## config.mk

```make
export PLATFORM = sky130hd
export DESIGN_NAME = tge_tx_snapshot_ctrl
export DESIGN_NICKNAME = d
export VERILOG_FILES = /design/src/rtl/tge_ss_pkg.sv /design/src/rtl/tge_ss_edge_det.sv /design/src/rtl/tge_tx_snapshot_ctrl.sv
export SDC_FILE = /design/constraint.sdc
export NUM_CORES = 1
export LEC_CHECK = 0
export CAP_MARGIN = 20
export CELL_PAD_IN_SITES_DETAIL_PLACEMENT = 0
export CELL_PAD_IN_SITES_GLOBAL_PLACEMENT = 1
export CORE_UTILIZATION = 27
export DETAILED_ROUTE_END_ITERATION = 7
export PLACE_DENSITY = 0.76
export SYNTH_ARGS = -nofsm -noshare
export SYNTH_HDL_FRONTEND = slang
export SYNTH_SLANG_ARGS = --single-unit
```

## constraint.sdc

```tcl
create_clock -name user_clk -period 1.8 [get_ports user_clk]
set_input_delay 0.45 -clock user_clk [delete_from_list [all_inputs] [get_ports user_clk]]
set_output_delay 0.45 -clock user_clk [all_outputs]
set_load 0.005 [all_outputs]
```

## src/rtl/tge_ss_pkg.sv

```systemverilog
// Shared definitions for the 10GbE TX snapshot sequencer: FSM states,
// control-word bit indices and status-word bit positions.
package tge_ss_pkg;

  typedef enum logic [1:0] {
    ST_IDLE    = 2'd0,
    ST_ARMED   = 2'd1,
    ST_CAPTURE = 2'd2,
    ST_DONE    = 2'd3
  } ss_state_e;

  localparam int CTRL_ARM       = 0;
  localparam int CTRL_TRIG_SEL  = 1;
  localparam int CTRL_VALID_SEL = 2;
  localparam int CTRL_ABORT     = 3;

  localparam int STAT_DONE      = 31;
  localparam int STAT_ARMED     = 30;
  localparam int STAT_CAPTURING = 29;

endpackage

```

## src/rtl/tge_ss_edge_det.sv

```systemverilog
// One-bit rising-edge detector. RST_VAL sets the reset value of the
// previous-value register, so a level held through reset can be masked.
module tge_ss_edge_det #(
  parameter logic RST_VAL = 1'b0
) (
  input  logic clk,
  input  logic rst_n,
  input  logic i_d,
  output logic o_rise
);

  logic r_prev;

  // NOTE: clocked state uses non-blocking assignments so every flop samples
  // pre-edge values regardless of process evaluation order.
  always_ff @(posedge clk or negedge rst_n) begin
    if (!rst_n) r_prev <= RST_VAL;
    else        r_prev <= i_d;
  end

  assign o_rise = i_d & ~r_prev;

endmodule

```

## src/rtl/tge_tx_snapshot_ctrl.sv

```systemverilog
// Snapshot buffer sequencer: arms on a control-word edge, waits for a trigger,
// streams qualified TX words into the capture BRAM and reports status.
module tge_tx_snapshot_ctrl
  import tge_ss_pkg::*;
#(
  parameter int ADDR_W = 10,
  parameter int DATA_W = 64
) (
  input  logic              user_clk,
  input  logic              user_rst_n,
  input  logic [31:0]       ctrl_word,
  input  logic              trig,
  input  logic              din_valid,
  input  logic [DATA_W-1:0] din_data,
  output logic              bram_we,
  output logic [ADDR_W-1:0] bram_addr,
  output logic [DATA_W-1:0] bram_data,
  output logic [31:0]       status_word
);

  localparam logic [ADDR_W:0] LAST_ADDR = {1'b0, {ADDR_W{1'b1}}};

  ss_state_e         r_state, w_state_nxt;
  logic [ADDR_W:0]   r_count, w_count_nxt;
  logic              r_we;
  logic [ADDR_W-1:0] r_addr;
  logic [DATA_W-1:0] r_data;
  logic [31:0]       r_status, w_status_nxt;
  logic              w_arm_edge, w_abort, w_go, w_qualify, w_we_nxt;

  // Previous arm bit resets high so an arm level held through reset is not an edge.
  tge_ss_edge_det #(.RST_VAL(1'b1)) u_arm_edge (
    .clk    (user_clk),
    .rst_n  (user_rst_n),
    .i_d    (ctrl_word[CTRL_ARM]),
    .o_rise (w_arm_edge)
  );

  assign w_abort   = ctrl_word[CTRL_ABORT];
  assign w_go      = ctrl_word[CTRL_TRIG_SEL] | trig;
  assign w_qualify = ctrl_word[CTRL_VALID_SEL] | din_valid;

  // NOTE: every signal written here gets a default first, so no path through
  // the branches can leave a value unassigned and infer a latch.
  always_comb begin
    w_state_nxt = r_state;
    w_count_nxt = r_count;
    w_we_nxt    = 1'b0;
    if (w_abort) begin
      w_state_nxt = ST_IDLE;
    end else if (w_arm_edge && (r_state != ST_CAPTURE)) begin
      w_state_nxt = ST_ARMED;
      w_count_nxt = '0;
    end else if ((r_state == ST_CAPTURE) || ((r_state == ST_ARMED) && w_go)) begin
      // The trigger cycle itself is the first candidate capture cycle.
      w_state_nxt = ST_CAPTURE;
      if (w_qualify) begin
        w_we_nxt    = 1'b1;
        w_count_nxt = r_count + 1'b1;
        if (r_count == LAST_ADDR) w_state_nxt = ST_DONE;
      end
    end
  end

  always_comb begin
    w_status_nxt                 = '0;
    w_status_nxt[STAT_DONE]      = (w_state_nxt == ST_DONE);
    w_status_nxt[STAT_ARMED]     = (w_state_nxt == ST_ARMED);
    w_status_nxt[STAT_CAPTURING] = (w_state_nxt == ST_CAPTURE);
    w_status_nxt[ADDR_W:0]       = w_count_nxt;
  end

  always_ff @(posedge user_clk or negedge user_rst_n) begin
    if (!user_rst_n) begin
      r_state  <= ST_IDLE;
      r_count  <= '0;
      r_we     <= 1'b0;
      r_addr   <= '0;
      r_data   <= '0;
      r_status <= '0;
    end else begin
      r_state  <= w_state_nxt;
      r_count  <= w_count_nxt;
      r_we     <= w_we_nxt;
      r_status <= w_status_nxt;
      if (w_we_nxt) begin
        r_addr <= r_count[ADDR_W-1:0];
        r_data <= din_data;
      end
    end
  end

  assign bram_we     = r_we;
  assign bram_addr   = r_addr;
  assign bram_data   = r_data;
  assign status_word = r_status;

endmodule

```

* Yosys cells after proc, flatten, opt, wreduce, memory -nomap -nowiden
Cells that the tools add are included.
Operators by class: add/sub/neg operators 1, $mul 0, divide/modulo/power cells 0, $lt $le $gt $ge 0, equality and inequality tests 7, shift operators 0, multiplexer cells 13, bitwise operators 4, reductions and logical operators 3
Operators by type and width (number):
- 11-bit two-way mux | 4
- 11-bit by 1-bit adder with 11-bit output (second input constant) | 1
- 11-bit by 10-bit equality test with 1-bit output (second input constant) | 1
- 2-bit equality test (second input constant) | 3
- 1-bit two-way mux | 6
- 2-bit two-way mux | 3
- 2-bit by 1-bit equality test with 1-bit output (second input constant) | 2
- 1-bit logical AND | 2
- 2-bit != test (second input constant) | 1
- 1-bit bitwise OR | 2
- 1-bit bitwise AND | 1
- 1-bit logical OR | 1
- 1-bit NOT | 1
Word-level totals: flip-flop bits (word level) 103, bits in latches 0, RAM bits 0, memory bits (read-only) 0, output and inout port bits 107, logic and storage cells 35, memories 0

* Longest topological paths before layout
Gate-level depths: netlist (run 1).
word-level depth 7, depth in mapped cells 7, mapped depth without buffers 5

* Modules after synthesis
Synthesis (run 1) repeated with hierarchy kept, for this count alone.
Unflattened totals: cell total of the unflattened synthesis 268, area total of the unflattened synthesis 3796.1 um^2
Modules (own cells, without submodules):
- tge_tx_snapshot_ctrl | times used 1, cells each 266, area an instance 3756.1 um^2, seq. area each 2277.2 um^2
- tge_ss_edge_det | times used 1, cells each 2, area an instance 40.0 um^2, seq. area each 26.3 um^2

* Worst setup path after synthesis (run 1)
No wires, ideal clock.
path kind input-to-reg, start in trig, end reg r_data[10] (netlist: bram_data[10]), library setup time 127 ps, arrival 1662 ps, data required time 1673 ps, path slack 11 ps, stages on the path 7, cell sequence o21ai_0 -> o21ai_2 -> nand3_4 -> inv_2 -> buf_12 -> buf_12 -> mux2_1
Between the ends: cells in the longest elaborated chain, start to end 6
RTL lines:
- start: declaration | line tge_tx_snapshot_ctrl.sv:12 | input logic trig,
- 1-bit bitwise OR | line tge_tx_snapshot_ctrl.sv:40 | assign w_go = ctrl_word[CTRL_TRIG_SEL] | trig;
- 1-bit logical AND | line tge_tx_snapshot_ctrl.sv:54 | end else if ((r_state == ST_CAPTURE) || ((r_state == ST_ARMED) && w_go)) begin
- 1-bit logical OR | line tge_tx_snapshot_ctrl.sv:54
- 1-bit two-way mux | line tge_tx_snapshot_ctrl.sv:54
- 1-bit two-way mux | line tge_tx_snapshot_ctrl.sv:51 | end else if (w_arm_edge && (r_state != ST_CAPTURE)) begin
- 1-bit two-way mux | line tge_tx_snapshot_ctrl.sv:49 | if (w_abort) begin
- end signal: assignment | line tge_tx_snapshot_ctrl.sv:88 | r_data <= din_data;
- end: declaration | line tge_tx_snapshot_ctrl.sv:27 | logic [DATA_W-1:0] r_data;
Every way passes these cells. A chain may end at the register's enable or synchronous reset.

==> impl_metrics.ini, run 1 <==
[sta]
skew_ns = 0.00397
finalSetupViolCount = 0
finalCriticalPeriod_ns = 1.76
max_slew.worst_pin.slew_ns = 0.528
hold_violations = 0
worst_slack_ns = 0.0438
fmax_ghz = 0.569
fin_crit_sh_pct = 97.6
hold-worst-slack_ns = 0.123
slew_viol_final = 0
relSlewSlack_pct = 64.8

[yosys]
synth_area_mm2 = 0.00395
syn_inst = 276
ys_types = 45
synth_area_per_cell_um2 = 14.3
seq_area_frac_synth_pct = 58.3
yosysWarningCount = 0
ys_ff_latch = 92

[clock_network]
cts_tree = built
clk_pin_slew_ns = 0.06
clock_latency_ns = 0.34
cts.sinks = 92
clock_path_buffers = 2
htreeDepth = 3
root_buffer = clkbuf_16
cts_made_buffers = 9

[worst_setup_path]
worstSetupEndpointType = output pin
reg2reg_slack_ns = 0.06
reg2regPathDepth = 6
required_ns = 1.35
worstReg2RegEnd = bram_data[56]$_DFFE_PN0P_
worstSetupStartpointType = flip-flop
worstPathMaxFanout = 4
timing.rr.start = u_arm_edge.r_prev$_DFF_PN1_
crit_type = flip-flop to output pin
worstPathArrival_ns = 1.31

[detailed_routing]
drc = 0
drt-total-wl_mm = 9.51
first_iter_violations = 67
routed_via_density = 4.43
num_vias = 2891
ant_nets = 0
wl_per_cell_um = 14.6
drtPass1Iterations = 4

[die]
ioPinCount = 207
core_area_mm2 = 0.0141
initial_core_util_pct = 28.0
fp.dieH_um = 123
die_w_um = 123
rows = 43
die_area_mm2 = 0.0151

[finish]
fillers = 1288
layout-drive-gt1-share_pct = 20.9
areaGrowthSynthToFinish_pct = 58.3
stdcell_count = 653
fin_area_mm2 = 0.00625
nets = 571
antennaDiodeCount = 0

[power]
p_per_area_mw_per_mm2 = 1080
leakagePower_nw = 2.68
total_power_mw = 6.75
vdd_drop_max_mv = 0.397

[grt]
grt_use_total_pct = 12.6
grt_remaining_overflow = 0
grt_pass1_vias = 2744
grt_max_degree = 93
antenna_found_initial = 0
grt_pass1_wl_mm = 14.1

[min_path]
hp-class = input port to asynchronous set/reset pin

[run]
cap_viol_max_count = 0

[placed_design]
place_congestion = 0.742
placement.io_buffers = 160
dpl_cell_area_mm2 = 0.00579
place_ws_ns = -0.438
dp_hpwl_mm = 6.59
dp_cells = 629

[run_status]
status = finished, final reports clean
[cell type report]
class,count,area [µm²],share of cell area (%)
Clock buffer,13,270,4.32
Clock inverter,1,7.51,0.120
Inverter,6,30.0,0.480
Multi-Input combinational cell,167,1450,23.3
Sequential cell,92,2310,37.0
Tap cell,180,225,3.60
Timing Repair Buffer,194,1950,31.3
[stage by stage]
stage / setup TNS [ns] / util (%)
6_report: 0 / 44.4
5_1_grt: -0.0194 / 44.4
4_1_cts: 0 / 43.9
3_5_place_dp: -32.05 / 41.1
3_3_place_gp: -31.54 / 41.1
2_1_floorplan: 0 / -
[power breakdown]
group	switching, mW	internal [mW]	total [mW]
logic	0.603	1.48	2.09
registers	0.258	2.63	2.89
clock network	0.742	1.03	1.78
total	1.60	5.15	6.75
[Yosys cell counts (all sizes together)]
library cell   n  area (µm²)
o21bai         1        7.51
or2            1        6.26
a21o           1        7.51
mux2          74         833
nor2           4        15.0
and2           1        6.26
nand4          5        31.3
dfrtp         91        2280
nand4b         1        8.76
and2b          1        7.51
o2bb2ai        2        17.5
nand2          6        22.5
a21oi          5        36.3
a41oi          3        26.3
o31ai          1        7.51
dfstp          1        26.3
clkbuf         1        3.75
nor2b          3        18.8
nand3b         1        7.51
nand3          6        42.5
buf           27         260
a211oi         1        7.51
nand2b         7        46.3
or3            1        6.26
a2111oi        1        8.76
and4           2        17.5
xnor2          1        8.76
o21ai          2        13.8
nor3           2        10.0
inv            6        22.5
o22ai          1        6.26
o221ai         3        26.3
mux2i          5        50.1
o21a           2        15.0
ha             1        12.5
and3           4        25.0
conb           1        3.75
[worst max path at each step]
stage,start,to,slack [ns],depth (start not counted)
after CTS,r_count[0]$_DFFE_PN0P_,status_word[0],0.004,2
final,r_count[0]$_DFFE_PN0P_,status_word[0],0.04,2
after floorplan,trig,bram_data[10]$_DFFE_PN0P_,0.01,7
after global routing,din_valid,r_count[8]$_DFFE_PN0P_,-0.02,6
after detailed placement,trig,bram_data[63]$_DFFE_PN0P_,-0.44,7
after global placement,trig,bram_data[58]$_DFFE_PN0P_,-0.42,7
[registers in the layout (all words and copies together) (netlist names)]
signal and cells:
r_count 10, u_arm_edge.r_prev 1, r_state 2, bram_addr 10, bram_we 1, status_word 4
bram_data 64
[repair_timing]
action                     4_1_cts  5_1_grt
cloned                           2        0
hold buffers                     0        0
setup endpoints to repair       66       17
pin swaps                        3        0
gates resized for setup         17        9
buffers inserted                 3        5
[cell usage in the layout (no fill, tap or decap), types with 6 or more instances in the layout]
cell type / netlist / layout
buf_4: 20 / 27
clkbuf_16: 0 / 9
clkdlybuf4s50_1: 0 / 154
conb_1: 1 / 18
dfrtp_1: 91 / 85
dfrtp_2: 0 / 6
mux2_1: 40 / 40
mux2_2: 34 / 34
nand2_1: 6 / 6
nand2b_1: 6 / 6
[routing by layer]
layer | GRT usage, % | share of wire [%]
met5 | 0 | 0
met2 | 20.0 | 47
met1 | 15.6 | 42
met4 | 6.40 | 1.9
met3 | 3.74 | 8.5
[kinds of logic after synthesis]
group,count (synthesis),share of synthesized area (%)
AOI/OAI and AO/OA,23,4.56
other,1,0.0949
adders and majority gates,1,0.317
and+or+nand+nor,45,6.87
buffers and inverters,34,7.25
muxes,79,22.4
xor gates and xnor gates,1,0.222
DFF,92,58.3
[worst max-delay path: stages, from the launching register on]
cell             delay [ns]
dfrtp_1                0.36
buf_6                  0.12
clkdlybuf4s50_1        0.49
Note: power is estimated with default switching activity, not from simulation.
==> run 2, diff against run 1 <==
--- a/config.mk
+++ b/config.mk
@@ -10,6 +10,7 @@
 export CELL_PAD_IN_SITES_GLOBAL_PLACEMENT = 1
 export CORE_UTILIZATION = 27
 export DETAILED_ROUTE_END_ITERATION = 7
+export HOLD_SLACK_MARGIN = 0.1
 export PLACE_DENSITY = 0.76
 export SYNTH_ARGS = -nofsm -noshare
 export SYNTH_HDL_FRONTEND = slang
==> results of run 2 <==
No change in the layout: final DEF, timing and power equal those of run 1.
